==> src/rtl/pa_dtu_dbginfo_dump_if.sv <==
// pa_dtu_dbginfo_dump_if
//   Output word stream from the debug-info dump sequencer to the
//   debug-module side.
//   dump_valid : word on dump_data is valid (producer -> consumer)
//   dump_data  : DATA_WIDTH-bit snapshot word (producer -> consumer)
//   dump_ready : consumer can take the word (consumer -> producer)
//   modport master : the dump sequencer (producer)
//   modport slave  : the debug-module side (consumer)
interface pa_dtu_dbginfo_dump_if #(
    parameter int unsigned DATA_WIDTH = 32
);
    logic                  dump_valid;
    logic [DATA_WIDTH-1:0] dump_data;
    logic                  dump_ready;

    modport master (
        output dump_valid,
        output dump_data,
        input  dump_ready
    );

    modport slave (
        input  dump_valid,
        input  dump_data,
        output dump_ready
    );
endinterface

==> src/rtl/pa_dtu_dbginfo_dump.sv <==
// pa_dtu_dbginfo_dump
//   Debug-info dump sequencer. On dump_req it walks the snapshot read
//   pointer back to word 0, then reads all NUM_WORDS words, checks each
//   word's pointer tag against the expected index and streams the words
//   out over a valid/ready interface. The final read strobe wraps the
//   snapshot pointer back to 0.
// Ports
//   dbginfo_clk       : clock
//   cpurst_b          : asynchronous active-low reset
//   dump_req          : start-dump pulse, honoured only when idle
//   dump_abort        : abort, highest priority
//   dbgfifo_regs_data : current snapshot word, tag in [PTR_WIDTH-1:0]
//   dbg_info_record   : snapshot capture pulse (stale-snapshot detect)
//   dump_rd_strobe    : advances the snapshot pointer at the next edge
//   dump_busy         : sequencer not idle
//   dump_done         : one-cycle completion pulse
//   dump_err          : sticky error, cleared by the next accepted dump_req
//   dump_err_code     : 00 none, 01 tag mismatch, 10 align timeout,
//                       11 stale snapshot
//   dump_if (master)  : dump_valid / dump_data out, dump_ready in
module pa_dtu_dbginfo_dump #(
    parameter int unsigned NUM_WORDS  = 11,
    parameter int unsigned PTR_WIDTH  = 4,
    parameter int unsigned DATA_WIDTH = 32
) (
    input  logic                  dbginfo_clk,
    input  logic                  cpurst_b,
    input  logic                  dump_req,
    input  logic                  dump_abort,
    input  logic [DATA_WIDTH-1:0] dbgfifo_regs_data,
    input  logic                  dbg_info_record,
    output logic                  dump_rd_strobe,
    output logic                  dump_busy,
    output logic                  dump_done,
    output logic                  dump_err,
    output logic [1:0]            dump_err_code,
    pa_dtu_dbginfo_dump_if.master dump_if
);

    localparam logic [PTR_WIDTH-1:0] LAST_IDX = PTR_WIDTH'(NUM_WORDS - 1);
    localparam logic [PTR_WIDTH:0]   ACNT_MAX = (PTR_WIDTH + 1)'(NUM_WORDS);

    typedef enum logic [2:0] {
        IDLE,
        ALIGN,
        CAPTURE,
        PUSH,
        DONE
    } state_e;

    state_e                state;
    logic [PTR_WIDTH-1:0]  idx;
    logic [PTR_WIDTH:0]    acnt;
    logic [DATA_WIDTH-1:0] data_q;
    logic                  valid_q;
    logic                  busy_q;
    logic                  done_q;
    logic                  err_q;
    logic [1:0]            code_q;

    logic [PTR_WIDTH-1:0]  tag;
    logic                  align_step;
    logic                  accept;
    logic                  stale;

    always_comb begin
        tag        = dbgfifo_regs_data[PTR_WIDTH-1:0];
        align_step = (state == ALIGN) && (tag != '0) && (acnt != ACNT_MAX);
        accept     = (state == PUSH) && dump_if.dump_ready;
        // The strobe is suppressed in an abort cycle so the snapshot
        // pointer is left exactly where the aborted dump stopped.
        dump_rd_strobe = !dump_abort && (align_step || accept);
        stale = dbg_info_record &&
                ((state == ALIGN) || (state == CAPTURE) || (state == PUSH));
    end

    always_ff @(posedge dbginfo_clk or negedge cpurst_b) begin
        if (!cpurst_b) begin
            state   <= IDLE;
            idx     <= '0;
            acnt    <= '0;
            data_q  <= '0;
            valid_q <= 1'b0;
            busy_q  <= 1'b0;
            done_q  <= 1'b0;
            err_q   <= 1'b0;
            code_q  <= 2'b00;
        end else begin
            done_q <= 1'b0;
            if (dump_abort) begin
                // Error state survives an abort; only the sequencing stops.
                state   <= IDLE;
                valid_q <= 1'b0;
                busy_q  <= 1'b0;
            end else begin
                // First error wins. A same-cycle tag mismatch or timeout
                // below overrides this because its assignment comes later.
                if (stale && !err_q) begin
                    err_q  <= 1'b1;
                    code_q <= 2'b11;
                end
                unique case (state)
                    IDLE: begin
                        if (dump_req) begin
                            idx    <= '0;
                            acnt   <= '0;
                            err_q  <= 1'b0;
                            code_q <= 2'b00;
                            busy_q <= 1'b1;
                            state  <= ALIGN;
                        end
                    end
                    ALIGN: begin
                        if (tag == '0) begin
                            state <= CAPTURE;
                        end else if (acnt == ACNT_MAX) begin
                            if (!err_q) begin
                                err_q  <= 1'b1;
                                code_q <= 2'b10;
                            end
                            done_q <= 1'b1;
                            state  <= DONE;
                        end else begin
                            acnt <= acnt + 1'b1;
                        end
                    end
                    CAPTURE: begin
                        data_q <= dbgfifo_regs_data;
                        if (tag != idx) begin
                            if (!err_q) begin
                                err_q  <= 1'b1;
                                code_q <= 2'b01;
                            end
                            done_q <= 1'b1;
                            state  <= DONE;
                        end else begin
                            valid_q <= 1'b1;
                            state   <= PUSH;
                        end
                    end
                    PUSH: begin
                        if (dump_if.dump_ready) begin
                            valid_q <= 1'b0;
                            if (idx == LAST_IDX) begin
                                done_q <= 1'b1;
                                state  <= DONE;
                            end else begin
                                idx   <= idx + 1'b1;
                                state <= CAPTURE;
                            end
                        end
                    end
                    DONE: begin
                        busy_q <= 1'b0;
                        state  <= IDLE;
                    end
                    default: begin
                        valid_q <= 1'b0;
                        busy_q  <= 1'b0;
                        state   <= IDLE;
                    end
                endcase
            end
        end
    end

    assign dump_busy          = busy_q;
    assign dump_done          = done_q;
    assign dump_err           = err_q;
    assign dump_err_code      = code_q;
    assign dump_if.dump_valid = valid_q;
    assign dump_if.dump_data  = data_q;

endmodule

==> src/flat_wrapper.sv <==
// flat-port wrapper written by rule: the top's interface ports become plain ports
module pa_dtu_dbginfo_dump_flat 
#(
    parameter int unsigned NUM_WORDS  = 11,
    parameter int unsigned PTR_WIDTH  = 4,
    parameter int unsigned DATA_WIDTH = 32
)
  (dbginfo_clk, cpurst_b, dump_req, dump_abort, dbgfifo_regs_data, dbg_info_record, dump_rd_strobe, dump_busy, dump_done, dump_err, dump_err_code, dump_if_dump_valid, dump_if_dump_data, dump_if_dump_ready);
  pa_dtu_dbginfo_dump_if #(.DATA_WIDTH(DATA_WIDTH)) dump_if_i ();
  input  logic dbginfo_clk;
  input  logic cpurst_b;
  input  logic dump_req;
  input  logic dump_abort;
  input  logic [DATA_WIDTH-1:0] dbgfifo_regs_data;
  input  logic dbg_info_record;
  output logic dump_rd_strobe;
  output logic dump_busy;
  output logic dump_done;
  output logic dump_err;
  output logic [1:0] dump_err_code;
  output wire logic [$bits(dump_if_i.dump_valid)-1:0] dump_if_dump_valid;
  output wire logic [$bits(dump_if_i.dump_data)-1:0] dump_if_dump_data;
  input wire logic [$bits(dump_if_i.dump_ready)-1:0] dump_if_dump_ready;
  assign dump_if_dump_valid = dump_if_i.dump_valid;
  assign dump_if_dump_data = dump_if_i.dump_data;
  assign dump_if_i.dump_ready = dump_if_dump_ready;
  pa_dtu_dbginfo_dump #(.NUM_WORDS(NUM_WORDS), .PTR_WIDTH(PTR_WIDTH), .DATA_WIDTH(DATA_WIDTH)) u_core (.dbginfo_clk(dbginfo_clk), .cpurst_b(cpurst_b), .dump_req(dump_req), .dump_abort(dump_abort), .dbgfifo_regs_data(dbgfifo_regs_data), .dbg_info_record(dbg_info_record), .dump_rd_strobe(dump_rd_strobe), .dump_busy(dump_busy), .dump_done(dump_done), .dump_err(dump_err), .dump_err_code(dump_err_code), .dump_if(dump_if_i));
endmodule
==> config.mk <==
export PLATFORM = sky130hd
export DESIGN_NAME = pa_dtu_dbginfo_dump_flat
export DESIGN_NICKNAME = d
export VERILOG_FILES = /design/src/rtl/pa_dtu_dbginfo_dump_if.sv /design/src/rtl/pa_dtu_dbginfo_dump.sv /design/src/flat_wrapper.sv
export SDC_FILE = /design/constraint.sdc
export NUM_CORES = 1
export LEC_CHECK = 0
export CORE_MARGIN = 4
export CORE_UTILIZATION = 49
export DETAILED_ROUTE_END_ITERATION = 8
export GPL_ROUTABILITY_DRIVEN = 0
export PLACE_DENSITY = 0.84
export REMOVE_ABC_BUFFERS = 1
export SLEW_MARGIN = 30
export SYNTH_ARGS = -nofsm -noshare
export SYNTH_HDL_FRONTEND = slang
export SYNTH_SLANG_ARGS = --single-unit
==> constraint.sdc <==
create_clock -name dbginfo_clk -period 3.5 [get_ports dbginfo_clk]
set_clock_uncertainty 0.1 [all_clocks]
set_input_delay 0.525 -clock dbginfo_clk [delete_from_list [all_inputs] [get_ports dbginfo_clk]]
set_output_delay 0.525 -clock dbginfo_clk [all_outputs]
set_load 0.01 [all_outputs]
# After elaboration in Yosys (flattened, before gate mapping)
# Index checks and enable logic that the tools add are counted.
# totals
latchBits	0
ram_bits	0
ff_bits	50
in_bits	38
word_cells	100
romBits	0
out_inout_bits	39
n_memories	0
# classes
n_reduce_logical	24
addsub	2
bitwise_logic	1
magnitude_cmp	0
n_shift	0
muxes	45
div	0
eq_ne	19
n_mul	0
# ops
cell	count
$mux 3	7
$mux 1	17
$mux 5	3
$mux 2	7
$mux 4	3
$pmux 3 s4	1
$ne 2x2->1 const B	5
$pmux 5 s2	1
$reduce_and 5->1	2
$ne 3x3->1 const B	3
$pmux 1 s3	3
$pmux 4 s2	1
$eq 3x2->1 const B	2
$logic_and 1x1->1	6
$pmux 2 s3	1
$reduce_and 3->1	2
$reduce_or 3->1	2
$add 5x1->5 const B	1
$eq 5x4->1 const B	1
$ne 5x4->1 const B	1
$add 4x1->4 const B	1
$eq 4x4->1 const B	1
$logic_not 4->1	1
$ne 2x1->1 const B	2
12 further kinds	17

# Logic depth before layout (Yosys ltp)
# logic_depth
depth_word	10
ltp_mapped	6
mapped_depth_nobuf	6

# Worst setup path after synthesis
# OpenSTA, ideal clock, no wires.
# synth_timing
kind	input -> output
from	in dump_abort
to	out dump_rd_strobe
stages	4
path_slack_ns	1.275
required_time_ns	2.875
arrival_ns	1.600
path_cell_list	buf_2 -> or3_1 -> or3_1 -> o21ai_0
# synth_between
elab_chain_cells	2
# synth_lines
item	line_no	source
from (decl)	flat_wrapper.sv:13	input logic dump_abort;
$logic_not 1->1	pa_dtu_dbginfo_dump.sv:72	dump_rd_strobe = !dump_abort && (align_step || accept);
$logic_and 1x1->1	pa_dtu_dbginfo_dump.sv:72	
to (decl)	flat_wrapper.sv:16	output logic dump_rd_strobe;
# Every way passes these cells.

# Worst setup path after layout
# Ends and elaborated chain as after synthesis.

==> impl_metrics.csv <==
group,metric,value,unit
outcome,status,"complete, no violations",
die,die_area,6050,um2
die,rows,25,
placed_design,dp_hpwl,4000,um
placed_design,port_buffers,76,
setup_path,path_max_fanout,3,
cts,clock_latency,300,ps
synth,synth_seq_cells,50,
timing,setup_viol,0,
timing,slew_headroom,0.477,
setup_path,cp_data_required_time,2870,ps
synth,synthCells,184,
setup_path,cp.arrival,2500,ps
cells_and_area,ff_latch_area,1250,um2
worst_hold_path,min_path_type,"input pin to asynchronous set/reset pin",
cts,cts-hold-fix-buffers,0,
route,drt_first_iter_violations,93,
die,ioPinCount,77,
route,dr.pass1.iters,4,
synth,yosysSeqAreaShare,0.524,
cts,clockBufferDepth,2,
synth,synthFlopType,"dfrtp_1",
cts,postCtsSetupRepairBufs,0,
synth,ys_async_sr_fraction,1.00,
cells_and_area,multiInputGateArea,1060,um2
cts,cts.sink_count,50,
setup_path,cp-start-kind,"input pin",
cells_and_area,layout-drive-gt1-share,0.212,
timing,period_needed,3130,ps
timing,fin_setup_tns,0,ps
power,power_leakage,1.46,nW
cts,cts_tree,"yes",
timing,timing.final.crit_share,0.893,
die,die_w,77.8,um
grt,grt_antenna_before_repair,0,
timing,final_hold_viol_count,0,
cells_and_area,post-route-util,0.702,
cells_and_area,final_nets,305,
route,wl_per_cell,16.4,um
cts,cts_buffers,5,
cts,cts.clk_slew.worst_paths,90,ps
die,die_y,77.8,um
run,drv_cap,0,
power,p_per_area,409,nW/um2
cells_and_area,fillers,332,
cts,h-tree-depth,2,
synth,avgSynthCellArea,13.0,um2
grt,grt.overflow.total,0,
timing,rsz0062_at_grt,"false",
power,ir_worst_vdd,0.000253,V
synth,synth_area,2390,um2
grt,grt_pass1_wl,8880,um
route,ant_nets,0,
cts,root_buffer,"clkbuf_8",
timing,finalMaxSlewViolations,0,
timing,worst_pin_slew,777,ps
cells_and_area,antennaDiodeCount,0,
cells_and_area,final_cell_mix,"75 x clkdlybuf4s50_1, 50 x dfrtp_1, 33 x mux2_2, 8 x nor2_1",
synth,synth_warnings,0,
die,start_util,0.505,
synth,synth_cell_type_count,53,
timing,clock.fmax,320,MHz
cells_and_area,area.growth.synth_to_final,38.9,%
route,routed_wirelength,5440,um
grt,grt_max_degree,51,
setup_path,worst_setup_path_end_kind,"output port",
route,vias_per_cell,5.33,
route,vias,1764,
cts,cts-resized-gates,0,
setup_path,crit_type,"input pin to output port",
grt,grt_pass1_vias,1834,
grt,grtUsageTotal,0.183,
die,design.core.area,4720,um2
route,drcViolationCount,0,
cells_and_area,final_common_cell,"clkdlybuf4s50_1",
synth,synth-edff-count,0,
[registers in the layout, summed over array words and instances (netlist names)]
name / flops
u_core.acnt: 5
u_core.state: 3
u_core.dump_done: 1
u_core.idx: 4
u_core.dump_busy: 1
u_core.dump_err_code: 2
u_core.dump_err: 1
u_core.dump_if.dump_valid: 1
u_core.dump_if.dump_data: 32
[cell families (layout without fill, tap and decap cells)]
group,Yosys count,after routing,synth area share
fa+ha+maj,3,3,0.0157
buf+inv,14,94,0.0335
compound gates,36,36,0.125
flops,50,50,0.524
mux,35,35,0.165
xor+xnor,6,6,0.0220
simple gates,40,40,0.115
[critical path, stage by stage]
cell and delay [ps]:
clkdlybuf4s50_1 430, or3_1 410, or3_1 460, o21ai_0 120, clkdlybuf4s50_1 570
[final timing paths]
path	cells after the start	slack [ps]	endpoint	startpoint
min	1	130	u_core.dump_if.dump_data[26]	cpurst_b
max reg2reg	4	1490	u_core.dump_err_code[1]	u_core.idx[0]
max	5	370	dump_rd_strobe	dump_abort
max in group asynchronous	1	2750	u_core.acnt[2]	cpurst_b
min reg2reg	1	410	u_core.dump_if.dump_data[19]	u_core.dump_if.dump_data[19]
min in group dbginfo_clk	1	410	u_core.dump_if.dump_data[19]	u_core.dump_if.dump_data[19]
[Yosys cell counts (all sizes together), types with 2 or more instances]
master    n  area share
dfrtp    50        0.52
mux2     34        0.16
nor2      8       0.013
buf       7       0.023
o21ai     7       0.015
inv       6      0.0094
a21oi     5       0.010
nand2     5      0.0079
nor4      4       0.013
xor2      4       0.015
a2111oi   3       0.016
a211oi    3      0.0094
a22o      3       0.011
ha        3       0.016
nand2b    3      0.0079
nor3b     3       0.016
o41ai     3       0.019
nand3     2      0.0042
nand3b    2      0.0063
o2bb2ai   2      0.0073
or2       2      0.0063
or3       2      0.0052
xnor2     2      0.0073
[per-stage QoR]
stage	instance area, um2	hold slack [ps]	std cells	power, mW	setup WS (ps)
floorplan	2330	129	176	0.787	1180
detailed placement	3210	390	324	0.973	379
global route	3320	173	331	1.42	323
finish	3320	127	331	1.36	374
global placement	3210	377	324	0.963	420
CTS	3320	157	331	1.37	380
[per-layer routing]
metal | vias up | wire length, um | part of all wire | track usage
met2 | 39 | 2860 | 0.53 | 0.318
met3 | 8 | 221 | 0.041 | 0.0348
met4 | 0 | 90 | 0.017 | 0.0587
li1 | 846 | - | - | -
met1 | 871 | 2270 | 0.42 | 0.229
met5 | - | 0 | 0 | 0
[cell type report]
class | instances | share of cell area
sequential | 50 | 0.377
multi-input combinational | 120 | 0.318
timing repair buffer | 81 | 0.240
tap | 67 | 0.0253
clock buffer | 5 | 0.0207
clock inverter | 2 | 0.0117
inverter | 6 | 0.00679
[where the power goes]
group          switching, mW  total (mW)  leakage (nW)  internal (mW)
Combinational          0.111       0.290         0.728          0.179
Sequential            0.0346       0.668         0.677          0.634
Clock                  0.187       0.398        0.0542          0.210
Note: power is estimated with default switching activity, not from simulation.
